## config.mk

```make
export PLATFORM = sky130hd
export DESIGN_NAME = bean_io_ports
export DESIGN_NICKNAME = d
export VERILOG_FILES = /design/src/rtl/bean_io_pkg.sv /design/src/rtl/bean_io_sync.sv /design/src/rtl/bean_io_ports.sv
export SDC_FILE = /design/constraint.sdc
export NUM_CORES = 1
export LEC_CHECK = 0
export ABC_AREA = 1
export BUFFER_PORTS_ARGS = -buffer_cell sky130_fd_sc_hd__buf_2
export CAP_MARGIN = 15
export CORE_ASPECT_RATIO = 1.75
export CORE_MARGIN = 4
export CORE_UTILIZATION = 53
export DETAILED_ROUTE_END_ITERATION = 10
export PLACE_DENSITY_LB_ADDON = 0.12
export SLEW_MARGIN = 5
export SYNTH_ARGS = -nofsm -noshare
export SYNTH_HDL_FRONTEND = slang
export SYNTH_HIERARCHICAL = 1
export SYNTH_SLANG_ARGS = --single-unit
```

## constraint.sdc

```tcl
create_clock -name ref_clk -period 5.1 [get_ports ref_clk]
set_input_delay 1.275 -clock ref_clk [delete_from_list [all_inputs] [get_ports ref_clk]]
set_output_delay 1.275 -clock ref_clk [all_outputs]
set_load 0.02 [all_outputs]
```

## src/rtl/bean_io_pkg.sv

```systemverilog
// Shared register map and control-bit positions for the bean IO port block.
// Latency: n/a (constants only).
// Backpressure: n/a.
package bean_io_pkg;

   // Register select within one port (bus_addr[2:0])
   typedef enum logic [2:0] {
      REG_OUT  = 3'd0,
      REG_DIR  = 3'd1,
      REG_IN   = 3'd2,
      REG_CTRL = 3'd3,
      REG_FLAG = 3'd4,
      REG_MASK = 3'd5
   } reg_sel_e;

   // CTRL register bit positions
   localparam int CTRL_LATCH_EN = 0;

endpackage

```

## src/rtl/bean_io_sync.sv

```systemverilog
// Multi-flop synchronizer for asynchronous inputs with rising-edge detect on the synchronized value.
// Latency: STAGES ref_clk cycles to sync; rise is combinational from the last stage and one extra flop.
// Backpressure: none; samples every cycle.
module bean_io_sync #(
   parameter int WIDTH  = 1,
   parameter int STAGES = 2
) (
   input  logic             clk,
   input  logic             rst,
   input  logic [WIDTH-1:0] din,
   output logic [WIDTH-1:0] sync,
   output logic [WIDTH-1:0] rise
);

   logic [STAGES-1:0][WIDTH-1:0] stage;
   logic [WIDTH-1:0]             prev;

   // Shift the raw input through the synchronizer chain and keep the previous synchronized value
   always_ff @(posedge clk or posedge rst) begin
      if (rst) begin
         stage <= '0;
         prev  <= '0;
      end else begin
         stage <= {stage[STAGES-2:0], din};
         prev  <= stage[STAGES-1];
      end
   end

   assign sync = stage[STAGES-1];
   assign rise = stage[STAGES-1] & ~prev;

endmodule

```

## src/rtl/bean_io_ports.sv

```systemverilog
// Bus-mapped bank of GPIO ports with synchronized inputs, optional strobe-latched capture, sticky change flags and a level irq.
// Latency: writes visible on pads the cycle after; reads return one cycle after bus_rd_en; irq one cycle after FLAG/MASK change.
// Backpressure: none; one bus transfer accepted every cycle, reads always complete.
module bean_io_ports
   import bean_io_pkg::*;
#(
   parameter int DATA_WIDTH  = 8,
   parameter int NUM_PORTS   = 3,
   parameter int SYNC_STAGES = 2
) (
   input  logic                            ref_clk,
   input  logic                            chip_rst,
   input  logic [5:0]                      bus_addr,
   input  logic                            bus_wr_en,
   input  logic                            bus_rd_en,
   input  logic [DATA_WIDTH-1:0]           bus_wr_data,
   output logic [DATA_WIDTH-1:0]           bus_rd_data,
   output logic                            bus_rd_valid,
   input  logic [NUM_PORTS*DATA_WIDTH-1:0] pad_in,
   output logic [NUM_PORTS*DATA_WIDTH-1:0] pad_out,
   output logic [NUM_PORTS*DATA_WIDTH-1:0] pad_oe,
   input  logic [NUM_PORTS-1:0]            io_clk,
   output logic                            irq
);

   // Cycles after reset during which IN takes up the freshly filled synchronizer value without flagging it
   localparam logic [2:0] PRIME_CYCLES = 3'(SYNC_STAGES + 1);

   logic [2:0] port_idx;
   logic [2:0] reg_sel;
   logic [2:0] prime_cnt;
   logic       primed;

   logic [NUM_PORTS-1:0][DATA_WIDTH-1:0] port_rd;
   logic [NUM_PORTS-1:0]                 port_irq;
   logic [DATA_WIDTH-1:0]                rd_mux;

   assign port_idx = bus_addr[5:3];
   assign reg_sel  = bus_addr[2:0];
   assign primed   = (prime_cnt == PRIME_CYCLES);

   // Count out the synchronizer fill after reset so it cannot raise flags or latch strobes
   always_ff @(posedge ref_clk or posedge chip_rst) begin
      if (chip_rst) begin
         prime_cnt <= '0;
      end else if (!primed) begin
         prime_cnt <= prime_cnt + 3'd1;
      end
   end

   for (genvar p = 0; p < NUM_PORTS; p++) begin : g_port
      logic                  hit;
      logic                  wr;
      logic [DATA_WIDTH-1:0] pad_sync;
      logic [DATA_WIDTH-1:0] pad_rise_unused;
      logic                  strobe_sync_unused;
      logic                  strobe_rise;
      logic [DATA_WIDTH-1:0] out_r;
      logic [DATA_WIDTH-1:0] dir_r;
      logic [DATA_WIDTH-1:0] in_r;
      logic [DATA_WIDTH-1:0] flag_r;
      logic [DATA_WIDTH-1:0] mask_r;
      logic                  ctrl_r;
      logic                  latch_pulse;
      logic [DATA_WIDTH-1:0] in_next;
      logic [DATA_WIDTH-1:0] flag_set;
      logic [DATA_WIDTH-1:0] flag_clr;
      logic [DATA_WIDTH-1:0] rd_val;

      assign hit = (port_idx == 3'(p));
      assign wr  = bus_wr_en && hit;

      bean_io_sync #(
         .WIDTH  (DATA_WIDTH),
         .STAGES (SYNC_STAGES)
      ) u_pad_sync (
         .clk  (ref_clk),
         .rst  (chip_rst),
         .din  (pad_in[p*DATA_WIDTH +: DATA_WIDTH]),
         .sync (pad_sync),
         .rise (pad_rise_unused)
      );

      bean_io_sync #(
         .WIDTH  (1),
         .STAGES (SYNC_STAGES)
      ) u_strobe_sync (
         .clk  (ref_clk),
         .rst  (chip_rst),
         .din  (io_clk[p]),
         .sync (strobe_sync_unused),
         .rise (strobe_rise)
      );

      // Free-running capture when LATCH_EN is clear, otherwise only right after a strobe edge
      assign in_next  = (!ctrl_r || latch_pulse) ? pad_sync : in_r;
      assign flag_set = primed ? (in_next ^ in_r) : '0;
      assign flag_clr = (wr && reg_sel == REG_FLAG) ? bus_wr_data : '0;

      // Bus-writable registers, input capture and sticky change flags (hardware set beats W1C)
      always_ff @(posedge ref_clk or posedge chip_rst) begin
         if (chip_rst) begin
            out_r       <= '0;
            dir_r       <= '0;
            in_r        <= '0;
            flag_r      <= '0;
            mask_r      <= '0;
            ctrl_r      <= 1'b0;
            latch_pulse <= 1'b0;
         end else begin
            in_r        <= in_next;
            latch_pulse <= strobe_rise && primed;
            flag_r      <= (flag_r & ~flag_clr) | flag_set;
            if (wr) begin
               case (reg_sel)
                  REG_OUT:  out_r  <= bus_wr_data;
                  REG_DIR:  dir_r  <= bus_wr_data;
                  REG_CTRL: ctrl_r <= bus_wr_data[CTRL_LATCH_EN];
                  REG_MASK: mask_r <= bus_wr_data;
                  default:  ;
               endcase
            end
         end
      end

      // Read-back value of the selected register within this port
      always_comb begin
         rd_val = '0;
         case (reg_sel)
            REG_OUT:  rd_val = out_r;
            REG_DIR:  rd_val = dir_r;
            REG_IN:   rd_val = in_r;
            REG_CTRL: rd_val[CTRL_LATCH_EN] = ctrl_r;
            REG_FLAG: rd_val = flag_r;
            REG_MASK: rd_val = mask_r;
            default:  rd_val = '0;
         endcase
      end

      assign port_rd[p]                            = rd_val;
      assign port_irq[p]                           = |(flag_r & mask_r);
      assign pad_out[p*DATA_WIDTH +: DATA_WIDTH]   = out_r;
      assign pad_oe[p*DATA_WIDTH +: DATA_WIDTH]    = dir_r;
   end

   // Port select for reads; out-of-range ports read as zero
   always_comb begin
      rd_mux = '0;
      for (int p = 0; p < NUM_PORTS; p++) begin
         if (port_idx == 3'(p)) begin
            rd_mux = port_rd[p];
         end
      end
   end

   // One-cycle read response; data is forced to zero whenever no read is returning
   always_ff @(posedge ref_clk or posedge chip_rst) begin
      if (chip_rst) begin
         bus_rd_valid <= 1'b0;
         bus_rd_data  <= '0;
      end else begin
         bus_rd_valid <= bus_rd_en;
         bus_rd_data  <= bus_rd_en ? rd_mux : '0;
      end
   end

   // Registered interrupt level
   always_ff @(posedge ref_clk or posedge chip_rst) begin
      if (chip_rst) begin
         irq <= 1'b0;
      end else begin
         irq <= |port_irq;
      end
   end

endmodule
```

==> metrics, run 1 <==
status complete, no violations; P per Cell Area about 410 nW/um^2; clk slew on worst S/H paths about 0.080 ns; RePlAce Congestion about 1; post-cts resize count 0; final period utilization 0.607; first-pass GRT wire length approximately 35000 um; critical path type in -> reg; TritonCTS clock tree built; largest net degree at the start of global routing 72; sum of negative setup slack 0 ns; Port Buffers between 100 and 150; Syn Nets 957; most frequent cells in the layout nand2_1, dfrtp_1, buf_2; num rows 60; Synth Area per Inst 9.18 um^2; Slew Viols, Final 0; worst setup path start bus_addr[1]; CP required between 5 and 6 ns; dpl cell area 8770 um^2; post-route design area roughly 9400 um^2; CTS root buffer clkbuf_16; Mapped Cells 910; gr usage total 0.254; final wirelength around 22000 um; Post-CTS Setup Bufs 0; clk sinks 196; Worst Tran Pin Value just under 0.9 ns; fin crit period 3.10 ns; setup violators final 0; Finished Layout Cells 1175; WP data arrival roughly 3.4 ns; max-cap violations 0; Worst Hold Class reg -> reg; antenna cells 0; DR WL/cell 18.4 um; die height 174 um; antenna-violating nets left 0; core area about 15000 um^2; CP max stage delay 0.61 ns; iteration count of the initial detailed-routing pass 5; final core occ 0.607; Hold WS ~0.35 ns; relative max-transition margin 0.419; number of global-route vias before repair approximately 6400; DP Wirelength between 15000 and 20000 um; R2R Path Start g_port[0].ctrl_r$_DFFE_PP0P_; leakage ~4.5 nW; Max VDD drop between 200 and 300 uV; cells along the critical path buf_2, inv_2, nand3_2, nor2_2, o21ai_0; vias per cell ~5.6; Synth Warn # 6; via count about 6500; commonest non-fill, non-tap cell in the layout nand2_1; Area growth syn-to-layout 12.5%; HP Start g_port[0].u_pad_sync/stage[2]$_DFF_PP0_; initial antenna violation count 0; hold buffers post-CTS 0; slowest cell on the critical path nor2_2; Nets between 1000 and 1500; RSZ-0062 raised after global routing false; die width around 100 um; clock buffer depth 2; htree depth 4; Max Clk Rate 0.323 GHz; Worst setup SP type input pin; die area between 15000 and 20000 um^2; DRT iter0 DRCs ~450; Layout Skew 0.0131 ns; Placed Cells approximately 1100; Fin. Hold Viols 0; I/O pin cnt 103; fraction of layout cells with a size suffix above 1 0.166; Synth Cell Area approximately 8400 um^2; clock latency on the worst-skew pair between 0.4 and 0.5 ns; CP Capture Type flip-flop; grt total ovfl 0; cell family with most CP delay simple AND/OR/NAND/NOR gates; CTS Buf Count 17; buffers plus inverters on the worst setup path 2; DRC viols 0; R2R Setup Slk 3.39 ns; initial core utilization 0.540; crit path max fanout 37
area by class of cell:
class	count	area, um^2
fillers	1419	6070
flip-flops and latches	196	4900
multi-input cells	579	2800
repair buffers	104	538
clock buffers	17	425
inverters	78	295
well taps	186	233
clock inverters	15	195
state kept, by name, summed over array words and instances (netlist names):
| name | cells |
|---|---|
| g_port.latch_pulse | 3 |
| bus_rd_valid | 1 |
| g_port.u_pad_sync/stage | 24 |
| g_port.flag_r | 24 |
| g_port.u_strobe_sync/prev | 3 |
| g_port.out_r | 24 |
| g_port.mask_r | 24 |
| g_port.u_strobe_sync/stage | 3 |
| g_port.in_r | 24 |
| g_port.dir_r | 24 |
| g_port.ctrl_r | 3 |
| prime_cnt | 3 |
| bus_rd_data | 8 |
| g_port.u_strobe_sync/sync | 3 |
| g_port.u_pad_sync/sync | 24 |
| irq | 1 |
where the power goes:
group          internal (W)  switching, W
Combinational      0.000182      0.000398
Clock              0.000679      0.000701
Sequential          0.00172      0.000130
Total               0.00258       0.00123
worst paths after layout:
path / to / cells past startpoint
min in group asynchronous: g_port[2].u_strobe_sync/stage[0]$_DFF_PP0_ / 2
max in group asynchronous: g_port[0].out_r[5]$_DFFE_PP0P_ / 3
max: g_port[2].dir_r[7]$_DFFE_PP0P_ / 5
min: g_port[0].u_pad_sync/sync[2]$_DFF_PP0_ / 0
max reg2reg: g_port[0].flag_r[6]$_DFF_PP0_ / 7
min reg2reg: g_port[0].u_pad_sync/sync[2]$_DFF_PP0_ / 0
through the flow:
stage | total power (W) | worst slack, ns
final | 0.00381 | 2.00
after global routing | 0.00400 | 1.82
after CTS | 0.00384 | 2.07
after detailed placement | 0.00246 | 1.61
after global placement | 0.00245 | 1.71
after floorplan | 0.00224 | 0.100
layer usage:
layer	track usage	up-vias	wire length, um
met1	0.338	3063	8900
met5	0	-	0
met3	0.0466	56	1310
met4	0.132	0	1210
met2	0.392	264	10200
li1	-	3139	-
(Power assumes the default switching activity.)
==> run 2, diff against run 1 <==
--- a/config.mk
+++ b/config.mk
@@ -10,7 +10,7 @@
 export CAP_MARGIN = 15
 export CORE_ASPECT_RATIO = 1.75
 export CORE_MARGIN = 4
-export CORE_UTILIZATION = 53
+export CORE_UTILIZATION = 58
 export DETAILED_ROUTE_END_ITERATION = 10
 export PLACE_DENSITY_LB_ADDON = 0.12
 export SLEW_MARGIN = 5
==> constraint.sdc (replaced) <==
create_clock -name ref_clk -period 2.97 [get_ports ref_clk]
set_input_delay 0.7425 -clock ref_clk [delete_from_list [all_inputs] [get_ports ref_clk]]
set_output_delay 0.7425 -clock ref_clk [all_outputs]
set_load 0.02 [all_outputs]
==> run 2 against run 1 <==
  * Hold slack lost 0.11 ns
  * Largest cell class unchanged
  * Worst setup slack lost 1.2 ns
  * Sequential power grew 71%
  * Total power grew 73%
  * Critical path type unchanged
==> metrics, run 2 (synthesized netlist as in run 1, its figures left out) <==
status complete, no violations; gr usage total 0.271 (+0.0167); R2R Path Start g_port[0].ctrl_r$_DFFE_PP0P_; clk slew on worst S/H paths 0.08 ns (about the same); Layout Skew 0.0105 ns (-0.00257 ns); iteration count of the initial detailed-routing pass 6 (+1); Nets 1035 (+1.2%); WL met2 10400 um (+1.5%); die area 16500 um^2 (-8.1%); hold buffers post-CTS 0 (unchanged); Slew Viols, Final 0 (unchanged); DR WL/cell 18.1 um (-2.0%); largest net degree at the start of global routing 69 (-4.2%); WP data arrival 2.47 ns (-0.92 ns); DP Wirelength 15500 um (-0.39%); grt total ovfl 0 (unchanged); CP Capture Type flip-flop; clock buffer depth 2 (unchanged); initial core utilization 0.598 (+0.0574); num rows 57 (-5.0%); post-cts resize count 0 (unchanged); critical path type in -> reg; core area 14000 um^2 (-9.6%); Setup WS pre-CTS 0.410 ns (-1.20 ns); DRC viols 0 (unchanged); fin crit period approximately 2.1 ns; fraction of layout cells with a size suffix above 1 0.176 (+0.0100); Worst Tran Pin Value 0.582 ns (-0.290 ns); Max Clk Rate 0.465 GHz; I/O pin cnt 103 (unchanged); max-cap violations 0 (unchanged); die height 167 um (-4.2%); Area growth syn-to-layout 13.6%; final worst setup slack 0.820 ns (-1.18 ns); RePlAce Congestion 0.926 (-5.4%); post-route design area 9490 um^2 (+1.1%); M1 WL 8580 um (-3.7%); CP required 3.30 ns (-2.10 ns); htree depth 4 (unchanged); RSZ-0062 raised after global routing false; CTS root buffer clkbuf_16; CTS Buf Count 17 (unchanged); setup violators final 0 (unchanged); clk sinks 196 (unchanged); Worst Hold Class in -> async; sum of negative setup slack 0 ns (unchanged); R2R Setup Slk 1.30 ns (-2.09 ns); die width 98.7 um (-4.1%); via count 6590 (+1.0%); Worst setup SP type input pin; final wirelength 21300 um (-1.7%); dpl cell area 8870 um^2 (+1.1%); DR WL met3 1390 um (+5.6%); number of global-route vias before repair 6327 (-0.92%); DRT iter0 DRCs 542 (+19%); Max VDD drop 549 uV (+110%); TritonCTS clock tree built; antenna cells 0 (unchanged); relative max-transition margin 0.609 (+0.190); final core occ 0.679 (+0.0717); crit path max fanout 15 (-59%); clock latency on the worst-skew pair 0.44 ns (about the same); uppermost layer routed met4; vias per cell 5.59 (+0.79%); Fin. Hold Viols 0 (unchanged); commonest non-fill, non-tap cell in the layout nand2_1; final period utilization 0.724; initial antenna violation count 0 (unchanged); Power Total 0.00659 W (+73%); Port Buffers 102 (unchanged); antenna-violating nets left 0 (unchanged); leakage 4.59 nW (+1.4%); first-pass GRT wire length 34600 um (about the same); most frequent cells in the layout nand2_1, dfrtp_1, buf_2; P per Cell Area 694 nW/um^2 (+71%); # fillers 1218 (-14%); Post-CTS Setup Bufs 0 (unchanged); worst setup path start bus_addr[0]
==> run 2: report_power, final <==
group	leakage (nW)	switching, W	internal [W]	total [W]
Sequential	2.25	0.000217	0.00296	0.00317
Clock	0.306	0.00122	0.00118	0.00240
Combinational	2.03	0.000688	0.000326	0.00101
Total	4.59	0.00213	0.00446	0.00659
==> run 2: worst max-delay path: stages <==
cell and delay, ns:
buf_2 0.23, nor2_2 0.50, nand2_1 0.18, inv_2 0.23, nand3_1 0.25, o21ai_0 0.25
nand2_1 0.07
==> run 2: layer usage <==
| metal | up-vias | GRT usage |
|---|---|---|
| met5 | - | 0 |
| met4 | 0 | 0.123 |
| met3 | 53 | 0.0460 |
| met2 | 298 | 0.437 |
| met1 | 3067 | 0.359 |
| li1 | 3172 | - |
==> run 2: layout make-up <==
type	instances	area [um^2]	share of cell area
Clock buffer	17	425	0.0448
Clock inverter	15	201	0.0212
Inverter	78	297	0.0312
Multi-Input combinational cell	579	2800	0.295
Sequential cell	196	4900	0.517
Tap cell	177	221	0.0233
Timing Repair Buffer	116	641	0.0675
==> run 2: metrics by stage <==
stage	instances	hold slack, ns
finish	1178	0.238
global route	1178	0.236
CTS	1178	0.244
detailed placement	1146	0.335
global placement	1146	0.331
floorplan	910	0.331
==> run 2: worst paths after layout <==
| path | to | cells past startpoint |
|---|---|---|
| min reg2reg | g_port[0].u_pad_sync/sync[7]$_DFF_PP0_ | 0 |
| max in group asynchronous | g_port[0].dir_r[5]$_DFFE_PP0P_ | 3 |
| min | g_port[2].u_strobe_sync/stage[0]$_DFF_PP0_ | 2 |
| min in group ref_clk | g_port[0].u_pad_sync/sync[7]$_DFF_PP0_ | 0 |
| max | g_port[2].flag_r[5]$_DFF_PP0_ | 7 |
| max reg2reg | g_port[0].flag_r[2]$_DFF_PP0_ | 7 |
